==> src/rtl/r_burst_arbiter.sv <==
// rtl/r_burst_arbiter.sv - burst-granular round-robin merge of NUM_SRC R-channel streams
module r_burst_arbiter #(
    parameter int NUM_SRC    = 4,
    parameter int ID_WIDTH   = 4,
    parameter int DATA_WIDTH = 64,
    parameter int RESP_WIDTH = 2,
    parameter int MAX_BEATS  = 256
) (
    input  logic                             clk,
    input  logic                             rst,
    input  logic [NUM_SRC-1:0]               src_valid,
    output logic [NUM_SRC-1:0]               src_ready,
    input  logic [NUM_SRC*ID_WIDTH-1:0]      src_id,
    input  logic [NUM_SRC*DATA_WIDTH-1:0]    src_data,
    input  logic [NUM_SRC*RESP_WIDTH-1:0]    src_resp,
    input  logic [NUM_SRC-1:0]               src_last,
    output logic                             out_valid,
    input  logic                             out_ready,
    output logic [ID_WIDTH-1:0]              out_id,
    output logic [DATA_WIDTH-1:0]            out_data,
    output logic [RESP_WIDTH-1:0]            out_resp,
    output logic                             out_last,
    output logic [$clog2(NUM_SRC > 1 ? NUM_SRC : 2)-1:0] grant_idx,
    output logic                             busy,
    output logic                             burst_err,
    input  logic                             err_clr
);
    localparam int IDX_W = $clog2(NUM_SRC > 1 ? NUM_SRC : 2);
    localparam int CNT_W = $clog2(MAX_BEATS);

    localparam logic [0:0] S_IDLE  = 1'b0;
    localparam logic [0:0] S_BURST = 1'b1;

    localparam logic [IDX_W-1:0] LAST_SRC  = IDX_W'(NUM_SRC - 1);
    localparam logic [CNT_W-1:0] CNT_LIMIT = CNT_W'(MAX_BEATS - 1);

    logic [0:0]            state;
    logic [IDX_W-1:0]      rr_ptr;
    logic [IDX_W-1:0]      grant_q;
    logic [CNT_W-1:0]      beat_cnt;

    logic                  found;
    logic                  found_hi;
    logic                  found_lo;
    logic [IDX_W-1:0]      pick_hi;
    logic [IDX_W-1:0]      pick_lo;
    logic [IDX_W-1:0]      pick;
    logic [IDX_W-1:0]      rr_next;

    logic                  sel_valid;
    logic                  sel_last;
    logic [ID_WIDTH-1:0]   sel_id;
    logic [DATA_WIDTH-1:0] sel_data;
    logic [RESP_WIDTH-1:0] sel_resp;

    logic                  xfer;
    logic                  at_limit;
    logic                  release_burst;
    logic                  err_set;

    // Rotating priority as two passes: sources at/above rr_ptr win, else lowest valid overall.
    always_comb begin
        found_hi = 1'b0;
        found_lo = 1'b0;
        pick_hi  = '0;
        pick_lo  = '0;
        for (int i = 0; i < NUM_SRC; i++) begin
            if (src_valid[i] && !found_hi && (IDX_W'(i) >= rr_ptr)) begin
                found_hi = 1'b1;
                pick_hi  = IDX_W'(i);
            end
            if (src_valid[i] && !found_lo) begin
                found_lo = 1'b1;
                pick_lo  = IDX_W'(i);
            end
        end
        found = found_lo;
        pick  = found_hi ? pick_hi : pick_lo;
    end

    always_comb begin
        sel_valid = 1'b0;
        sel_last  = 1'b0;
        sel_id    = '0;
        sel_data  = '0;
        sel_resp  = '0;
        src_ready = '0;
        for (int i = 0; i < NUM_SRC; i++) begin
            if (grant_q == IDX_W'(i)) begin
                sel_valid = src_valid[i];
                sel_last  = src_last[i];
                sel_id    = src_id[i*ID_WIDTH +: ID_WIDTH];
                sel_data  = src_data[i*DATA_WIDTH +: DATA_WIDTH];
                sel_resp  = src_resp[i*RESP_WIDTH +: RESP_WIDTH];
                src_ready[i] = busy & out_ready;
            end
        end
    end

    assign busy      = (state == S_BURST);
    assign grant_idx = grant_q;
    assign out_valid = busy & sel_valid;
    assign out_last  = busy & sel_last;
    assign out_id    = busy ? sel_id   : '0;
    assign out_data  = busy ? sel_data : '0;
    assign out_resp  = busy ? sel_resp : '0;

    assign xfer          = out_valid & out_ready;
    assign at_limit      = (beat_cnt == CNT_LIMIT);
    assign release_burst = xfer & (out_last | at_limit);
    assign err_set       = xfer & ~out_last & at_limit;
    assign rr_next       = (grant_q == LAST_SRC) ? '0 : grant_q + IDX_W'(1);

    always_ff @(posedge clk or posedge rst) begin
        if (rst) begin
            state     <= S_IDLE;
            rr_ptr    <= '0;
            grant_q   <= '0;
            beat_cnt  <= '0;
            burst_err <= 1'b0;
        end else begin
            if (state == S_IDLE) begin
                if (found) begin
                    grant_q  <= pick;
                    beat_cnt <= '0;
                    state    <= S_BURST;
                end
            end else if (release_burst) begin
                state  <= S_IDLE;
                rr_ptr <= rr_next;
            end else if (xfer) begin
                beat_cnt <= beat_cnt + CNT_W'(1);
            end

            if (err_set) begin
                burst_err <= 1'b1;
            end else if (err_clr) begin
                burst_err <= 1'b0;
            end
        end
    end
endmodule

==> config.mk <==
export PLATFORM = sky130hd
export DESIGN_NAME = r_burst_arbiter
export DESIGN_NICKNAME = d
export VERILOG_FILES = /design/src/rtl/r_burst_arbiter.sv
export SDC_FILE = /design/constraint.sdc
export NUM_CORES = 1
export LEC_CHECK = 0
export ABC_CLOCK_PERIOD_IN_PS = 6300
export BUFFER_PORTS_ARGS = -buffer_cell sky130_fd_sc_hd__buf_2
export CAP_MARGIN = 10
export CORE_AREA = 2 2 144 146
export DETAILED_ROUTE_END_ITERATION = 10
export DIE_AREA = 0 0 146 148
export GPL_TIMING_DRIVEN = 0
export MAX_ROUTING_LAYER = met4
export SETUP_SLACK_MARGIN = 0.5
export SYNTH_ARGS = -nofsm -noshare
export SYNTH_HDL_FRONTEND = slang
export SYNTH_SLANG_ARGS = --single-unit
==> constraint.sdc <==
create_clock -name clk -period 6.3 [get_ports clk]
set_input_delay 0.945 -clock clk [delete_from_list [all_inputs] [get_ports clk]]
set_output_delay 0.945 -clock clk [all_outputs]
set_load 0.005 [all_outputs]
==> results.md, run 1 <==
Final layout:
- The net total in the final layout is 1181.
- The final core utilization is 0.2726.
- The post-route non-filler standard cell count is about 1.2k.
- The fill cell instance count of the final layout is 2315.
- The top cell types in the final layout, fill and taps aside, are 375 x sky130_fd_sc_hd__buf_2, 75 x sky130_fd_sc_hd__a21oi_1, 75 x sky130_fd_sc_hd__nor2_1.
- Of the cells placed in the final design, the portion with a size suffix greater than 1 is 0.4360.
- The commonest non-fill, non-tap cell in the layout is sky130_fd_sc_hd__buf_2.
- The area overhead of the layout relative to synthesis is 72.23%.

Power and ir drop:
- After layout, the design draws a total of around 2.7 mW.
- Dividing total power by cell area gives a power density of slightly below 500 nW/µm².
- The worst-case IR drop observed on VDD is 0.0002486 V.
- In this run the static leakage power is between 2 and 3 nW.

Floorplan:
- The initial utilization of the core area, before any placement, comes to 0.1583.
- The number of ports placed on the die boundary is ~370.
- Row generation in the floorplan step produced 52 rows.
- The die outline height is 148 µm.
- The area inside the core boundary is between 20000 and 25000 µm².
- The die outline area is roughly 22000 µm².
- The die width is 146 µm.

Critical path:
- Together, buffers and inverters on the worst path number 5.
- The type of element capturing the critical path is a primary output.
- Data on the critical path arrives at its endpoint at approximately 3.6 ns.
- Traced cell by cell, the critical path runs through inv_1, ha_1, buf_2, clkbuf_1, clkbuf_1, a221oi_1, nor3_1, a21oi_1, nor2_1, buf_2.
- The largest incremental delay on the critical path is 0.86 ns.
- The type of origin of the critical path is a flip-flop.
- In this run the worst path has a maximum fanout of 10.
- The data required time at the worst endpoint is 5.35 ns.
- The slowest stage of the critical path belongs to the cell sky130_fd_sc_hd__clkbuf_1.
- The kind of cell adding the most delay to the critical path is buffers and inverters.
- The worst setup path is of the reg2out kind.

Clocking:
- TritonCTS created 3 clock buffers.
- The TritonCTS clock tree is done.
- The buffers inserted during post-CTS setup optimization is 0.
- The total number of clock tree sinks is 14.
- In this run the number of H-tree levels came out at 1.
- Post-CTS repair changed the size of 0 cells.
- The tree is rooted in a sky130_fd_sc_hd__clkbuf_16.
- The clock latency on the worst-skew pair is roughly 0.25 ns.
- The total of hold buffers inserted after clock tree synthesis is 0.
- The maximum buffer depth of the clock tree is 2.
- The clock-pin slew on the worst setup and hold paths is roughly 0.050 ns.

Drt:
- The violation count after the first detailed-routing iteration is between 400 and 500.
- In this run the remaining antenna-violating nets after routing total 0.
- Before antenna repair, the detailed router went through 6 iterations.
- The final layout contains routed wiring with a total length of ~22000 µm.
- The via total after detailed routing is roughly 5.7k.
- In the routed design, unresolved DRC markers number 0.
- The average vias per placed instance is slightly below 5.
- The wire length per cell is 18.84 µm.

STA:
- The number of failing hold endpoints at the final stage came to 0.
- Of the available clock period, the critical path in the final layout requires 0.7273.
- The fmax is ~0.22 GHz.
- Setup violations remaining at the end of the flow were counted as 0.
- After layout, the minimum clock period comes to 4.582 ns.
- The final-layout setup total negative slack is 0 ns.
- For the pin with the worst max-slew slack, the measured transition is roughly 1.1 ns.
- The number of pins with negative max-slew slack in the final report is 0.
- The clock arrives with ~0.0051 ns of skew.
- The worst pin sits at a relative slew slack of 0.2477.
- Setup repair after global routing left no endpoint under its margin.

Place:
- The final weighted congestion in routability-driven placement is roughly 0.86.
- Input and output buffers added on the ports amount to 371.
- The post-placement cell count is about 1.1k.
- The post-detailed-placement half-perimeter wirelength is around 17000 µm.

GRT:
- In the global route stage, overall resource usage came out at 0.1910.
- The global-route wire length before repair is roughly 31000 µm.
- The via count of the first global-routing pass is between 5k and 6k.
- The total overflow reported by the global router is 0.
- The initial antenna violation count is 5.
- Entering global routing, the biggest net connects 15 pins.

Run:
- The reported max-cap violation count is 0.

Yosys:
- The number of flops mapped to enable cells by yosys is 0.
- The gate count after technology mapping is 508.
- The synthesized flop and latch total is 14.
- The distinct cell type count after synthesis is 40.
- The post-synthesis net count is between 800 and 900.
- In this run the cell area of the synthesized design comes to about 3200 µm².
- The mean instance size in the synthesized netlist is approximately 6.2 µm².
- The number of warnings printed during yosys synthesis is 0.
- In the synthesized netlist the async set-or-reset flop fraction comes to 1.000.
- In the synthesized netlist the dominant register cell turns out to be sky130_fd_sc_hd__dfrtp_1.
- The register area share after synthesis is 0.1105.

Hold path:
- The class of the tightest hold or removal check is reg2reg.

Outcome:
- The run finished with clean final reports.
## layout make-up
| class | count | area [µm²] | share of cell area |
|---|---|---|---|
| Multi-Input combinational cell | 432 | 2576 | 0.4716 |
| Timing Repair Buffer | 371 | 1857 | 0.3399 |
| Sequential cell | 14 | 350.3 | 0.06413 |
| Tap cell | 270 | 337.8 | 0.06184 |
| Buffer | 56 | 222.7 | 0.04077 |
| Clock buffer | 4 | 88.84 | 0.01626 |
| Inverter | 6 | 22.52 | 0.004123 |
| Antenna cell | 3 | 7.507 | 0.001374 |
## synth_stat cells (4+ instances only)
library cell,count,area [µm²]
sky130_fd_sc_hd__inv_1,5,18.77
sky130_fd_sc_hd__nand2_1,9,33.78
sky130_fd_sc_hd__buf_2,4,20.02
sky130_fd_sc_hd__nor2_1,75,281.5
sky130_fd_sc_hd__clkbuf_1,49,183.9
sky130_fd_sc_hd__nor2b_1,73,456.7
sky130_fd_sc_hd__a21oi_1,75,375.4
sky130_fd_sc_hd__o21ai_0,4,20.02
sky130_fd_sc_hd__a221oi_1,69,604.3
sky130_fd_sc_hd__dfrtp_1,14,350.3
sky130_fd_sc_hd__nor3_1,69,345.3
sky130_fd_sc_hd__and3_1,11,68.82
sky130_fd_sc_hd__ha_1,5,62.56
sky130_fd_sc_hd__nand3_1,6,30.03
## logic make-up (layout without fill, tap and decap cells)
kind of cell / after synthesis / in the layout / share of synthesized area
AND/OR/NAND/NOR: 258 / 258 / 0.4174
AO/OA/AOI/OAI: 165 / 165 / 0.3617
buffers and inverters: 62 / 437 / 0.07732
flip-flops: 14 / 14 / 0.1105
adder cells (fa/ha/maj): 5 / 5 / 0.01972
multiplexers: 4 / 4 / 0.01341
other: 0 / 3 / 0
## per-stage QoR
| step | hold slack [ns] | worst slack, ns | instance area, µm² |
|---|---|---|---|
| detailed placement | 0.5178 | 2.001 | 5366 |
| global placement | 0.5033 | 1.998 | 5366 |
| global route | 0.5694 | 1.617 | 5463 |
| CTS | 0.5311 | 1.734 | 5455 |
| floorplan | 0.4800 | 3.518 | 3172 |
| finish | 0.5397 | 1.718 | 5463 |
## registers in the layout (all words and copies together) (netlist names)
register,count
rr_ptr,2
grant_idx,2
beat_cnt,8
burst_err,1
busy,1
## where the power goes
| part | internal, mW | leakage [nW] | switching, mW |
|---|---|---|---|
| logic | 0.971 | 2.52 | 1.40 |
| registers | 0.127 | 0.160 | 0.0485 |
| clock network | 0.0964 | 0.0442 | 0.0390 |
## layer usage
layer,vias to the layer above,GRT usage,share of wire
li1,2658,-,-
met1,2668,0.2350,0.41
met2,338,0.3333,0.50
met3,27,0.02932,0.077
met4,0,0.03835,0.016
met5,-,-,0
## path summary, 6_finish.rpt
| check | to | start | depth (start not counted) | slack (ns) |
|---|---|---|---|---|
| hold / removal | beat_cnt[7]$_DFFE_PP0P_ | beat_cnt[7]$_DFFE_PP0P_ | 1 | 0.54 |
| hold reg to reg | beat_cnt[7]$_DFFE_PP0P_ | beat_cnt[7]$_DFFE_PP0P_ | 1 | 0.54 |
| max in group asynchronous | busy$_DFF_PP0_ | rst | 2 | 5.19 |
| min in group asynchronous | beat_cnt[1]$_DFFE_PP0P_ | rst | 2 | 0.74 |
| setup reg to reg | beat_cnt[2]$_DFFE_PP0P_ | grant_idx[1]$_DFFE_PP0P_ | 8 | 3.90 |
| setup / recovery | out_data[2] | grant_idx[0]$_DFFE_PP0P_ | 10 | 1.72 |
(Power assumes the default switching activity.)
==> run 2, diff against run 1 <==
--- a/config.mk
+++ b/config.mk
@@ -5,12 +5,12 @@
 export SDC_FILE = /design/constraint.sdc
 export NUM_CORES = 1
 export LEC_CHECK = 0
-export ABC_CLOCK_PERIOD_IN_PS = 6300
+export ABC_CLOCK_PERIOD_IN_PS = 4800
 export BUFFER_PORTS_ARGS = -buffer_cell sky130_fd_sc_hd__buf_2
 export CAP_MARGIN = 10
-export CORE_AREA = 2 2 144 146
+export CORE_AREA = 2 2 143 145
 export DETAILED_ROUTE_END_ITERATION = 10
-export DIE_AREA = 0 0 146 148
+export DIE_AREA = 0 0 145 147
 export GPL_TIMING_DRIVEN = 0
 export MAX_ROUTING_LAYER = met4
 export SETUP_SLACK_MARGIN = 0.5
==> constraint.sdc (replaced) <==
create_clock -name clk -period 4.8 [get_ports clk]
set_input_delay 0.72 -clock clk [delete_from_list [all_inputs] [get_ports clk]]
set_output_delay 0.72 -clock clk [all_outputs]
set_load 0.005 [all_outputs]
==> run 2 against run 1 <==
  * Clock-buffer cell count did not move
  * Sequential cell count did not move
  * Setup slack worse by 0.89 ns
  * Sequential share of layout area unchanged
  * Routed wire length shrank 5.2%
  * Power is 29% higher
  * Via count down 1.1%
  * Largest cell class unchanged
==> results.md, run 2 (same netlist as run 1, synthesis figures left out) <==
Critical path:
- The startpoint-to-endpoint class of the critical path is reg2out.
- Along the worst path, the maximum fanout reaches 10.
- The worst setup path is captured at a primary output.
- The data required time at the worst endpoint is 4.08 ns.
- Data arrives at the worst endpoint at between 3 and 4 ns.
- The worst setup path is launched from a flip-flop.

GRT:
- The via count of the first global-routing pass is ~5.4k.
- The global routing stage identified its most utilized layer as met2.
- For met2 alone, demand over resource in global routing was 0.3224.
- The initial antenna violation count came to 1.
- The met3 track utilization from global routing is 0.02422.
- The aggregate global-route resource usage is 0.1857.
- For this run, global-route usage on met1 was measured as 0.2209.
- The pin count of the biggest net entering global routing is 15.
- After global routing the overflow that remains totals 0.
- The first global-routing pass estimated ~30000 µm of wire.

Place:
- The post-detailed-placement half-perimeter wirelength is about 17000 µm.
- At the placement stage, the worst setup path has a slack of 0.9460 ns.
- The congestion estimate from routability-driven global placement came to 0.8996.
- The number of buffers inserted by port buffering is 371.

Clocking:
- The total of hold buffers inserted after clock tree synthesis is 0.
- The number of clock buffers added by TritonCTS is 3.
- The count of H-tree levels built during CTS is 1.
- For the worst-skew pair, the clock arrives at the later sink with an insertion delay of 0.24 ns.
- TritonCTS built the clock tree.
- Clock-pin slew was measured on the worst setup and hold paths at 0.05 ns.
- The maximum buffer depth of the clock tree is 2.
- The total number of clock tree sinks is 14.
- The post-cts repair resize count is 0.
- The tree is rooted in a sky130_fd_sc_hd__clkbuf_16.
- The buffers inserted during post-CTS setup optimization is 0.

Power and ir drop:
- In this run the power density over the cells is 636.2 nW/µm².
- The proportion of power drawn by combinational gates is 0.884.
- The switching power is 1.905 mW.
- In this run the static leakage power is ~2.7 nW.
- The sequential fraction of design power is 0.066.
- Of the total power, the clock network draws 0.050.
- The worst-case IR drop observed on VDD is ~0.00026 V.
- Of the total power, the share spent switching nets is 0.5482.
- The internal portion of total power is 1.570 mW.

Final layout:
- Of the cells placed in the final design, the portion with a size suffix greater than 1 is 0.4367.
- Ranked by flip-flop count, first place goes to beat_cnt.
- The net total in the final layout is roughly 1.2k.
- Leaving out fill and tap cells, the most frequent cell in the layout is sky130_fd_sc_hd__buf_2.
- The register with the most flip-flops in the layout has 8 of them.
- The top cell types in the final layout, fill and taps aside, are 375 x sky130_fd_sc_hd__buf_2, 75 x sky130_fd_sc_hd__a21oi_1, 75 x sky130_fd_sc_hd__nor2_1.
- Compared with the post-synthesis result, the final layout area differs by 72.23%.

Drt:
- The number of DRC violations after detailed routing is 0.
- The via total after detailed routing is ~5.6k.
- In the routed layout, each cell is associated on average with a via count of approximately 4.9.
- The detailed-route wire length is 20640 µm.
- The first routing iteration left around 330 violations.
- The wire length per cell is around 18 µm.
- The number of routed nets with antenna violations is 0.
- The count of TritonRoute iterations in the first routing pass is 5.

STA:
- The number of pins with negative max-slew slack in the final report is 0.
- The number of failing hold endpoints at the final stage was 0.
- The worst slack on hold paths is around 0.51 ns.
- The slew at the pin with the worst max-slew slack is slightly below 0.9 ns.
- The portion of the clock cycle consumed by the worst path in the final layout is 0.8279.
- The relative slew slack is 0.4110.
- The minimum period implied by the final worst setup slack is approximately 4.0 ns.
- The clock arrives with ~0.0024 ns of skew.
- Setup repair after global routing left no endpoint under its margin.
- The smallest setup slack after layout is 0.8262 ns.
- Based on the critical path, the design can be clocked at up to approximately 0.25 GHz.
- For the final routed database, the setup TNS stands at 0 ns.
- Setup violations remaining at the end of the flow were counted as 0.

Floorplan:
- The initial core utilization is 0.1598.
- Row generation in the floorplan step produced 52 rows.
- The die outline area is between 20000 and 25000 µm².
- The die outline height is 147 µm.
- The area inside the core boundary is ~20000 µm².
- From left edge to right edge, the die measures between 100 and 150 µm.
- During I/O placement, the number of pins put on the boundary was roughly 370.

Run:
- The tool flagged a number of max-cap violations equal to 0.

Hold path:
- The worst hold path belongs to the class in2async.

Outcome:
- The flow ran to the end, and the final reports show no timing, DRC or antenna violations.
## run 2: changes by cell type in the layout (fill, tap and decap cells not counted), sizes merged
cell and delta:
diode -2, clkbuf +1
## run 2: final cells by class
cell class,count,area [µm²]
repair buffers,372,1862
well taps,270,337.8
plain buffers,56,222.7
flip-flops and latches,14,350.3
diodes,1,2.502
clock buffers,4,88.84
multi-input cells,432,2576
inverters,6,22.52
fillers,2255,14380
## run 2: path summary, 6_finish.rpt
path	start	to	slack, ns	cells after the start
setup / recovery	grant_idx[0]$_DFFE_PP0P_	out_id[3]	0.83	10
hold / removal	rst	beat_cnt[1]$_DFFE_PP0P_	0.51	2
setup reg to reg	grant_idx[0]$_DFFE_PP0P_	beat_cnt[2]$_DFFE_PP0P_	2.38	8
hold reg to reg	beat_cnt[7]$_DFFE_PP0P_	beat_cnt[7]$_DFFE_PP0P_	0.53	1
max in group asynchronous	rst	beat_cnt[7]$_DFFE_PP0P_	3.92	2
min in group clk	beat_cnt[7]$_DFFE_PP0P_	beat_cnt[7]$_DFFE_PP0P_	0.53	1
## run 2: per-layer routing
layer	up-vias	share of wire
li1	2663	-
met1	2609	0.40
met2	317	0.49
met3	38	0.069
met4	0	0.034
met5	-	0
## run 2: power groups by stage
stage	logic [mW]	clock network [mW]	registers, mW
2_1_floorplan	1.81	0	0.215
3_3_place_gp	3.05	0	0.227
3_5_place_dp	3.07	0	0.230
4_1_cts	3.08	0.177	0.229
5_1_grt	3.43	0.181	0.239
6_report	3.07	0.174	0.230
## run 2: per-stage QoR
| stage | utilization | instances | cell area (µm²) | total power, mW |
|---|---|---|---|---|
| finish | 0.2753 | 1155 | 5463 | 3.476 |
| global route | 0.2753 | 1155 | 5463 | 3.847 |
| CTS | 0.2749 | 1153 | 5455 | 3.485 |
| detailed placement | 0.2704 | 1149 | 5366 | 3.297 |
| global placement | 0.2704 | 1149 | 5366 | 3.281 |
| floorplan | - | 508 | 3172 | 2.023 |
## run 2: worst max-delay path, stage by stage, from the launching register on
cell and delay, ns:
sky130_fd_sc_hd__dfrtp_1 0.44, sky130_fd_sc_hd__inv_1 0.11, sky130_fd_sc_hd__ha_1 0.14, sky130_fd_sc_hd__buf_2 0.25
sky130_fd_sc_hd__clkbuf_1 0.67, sky130_fd_sc_hd__clkbuf_1 0.71, sky130_fd_sc_hd__a221oi_1 0.11, sky130_fd_sc_hd__nor3_1 0.18
sky130_fd_sc_hd__a21oi_1 0.06, sky130_fd_sc_hd__nor2_1 0.11, sky130_fd_sc_hd__buf_2 0.20
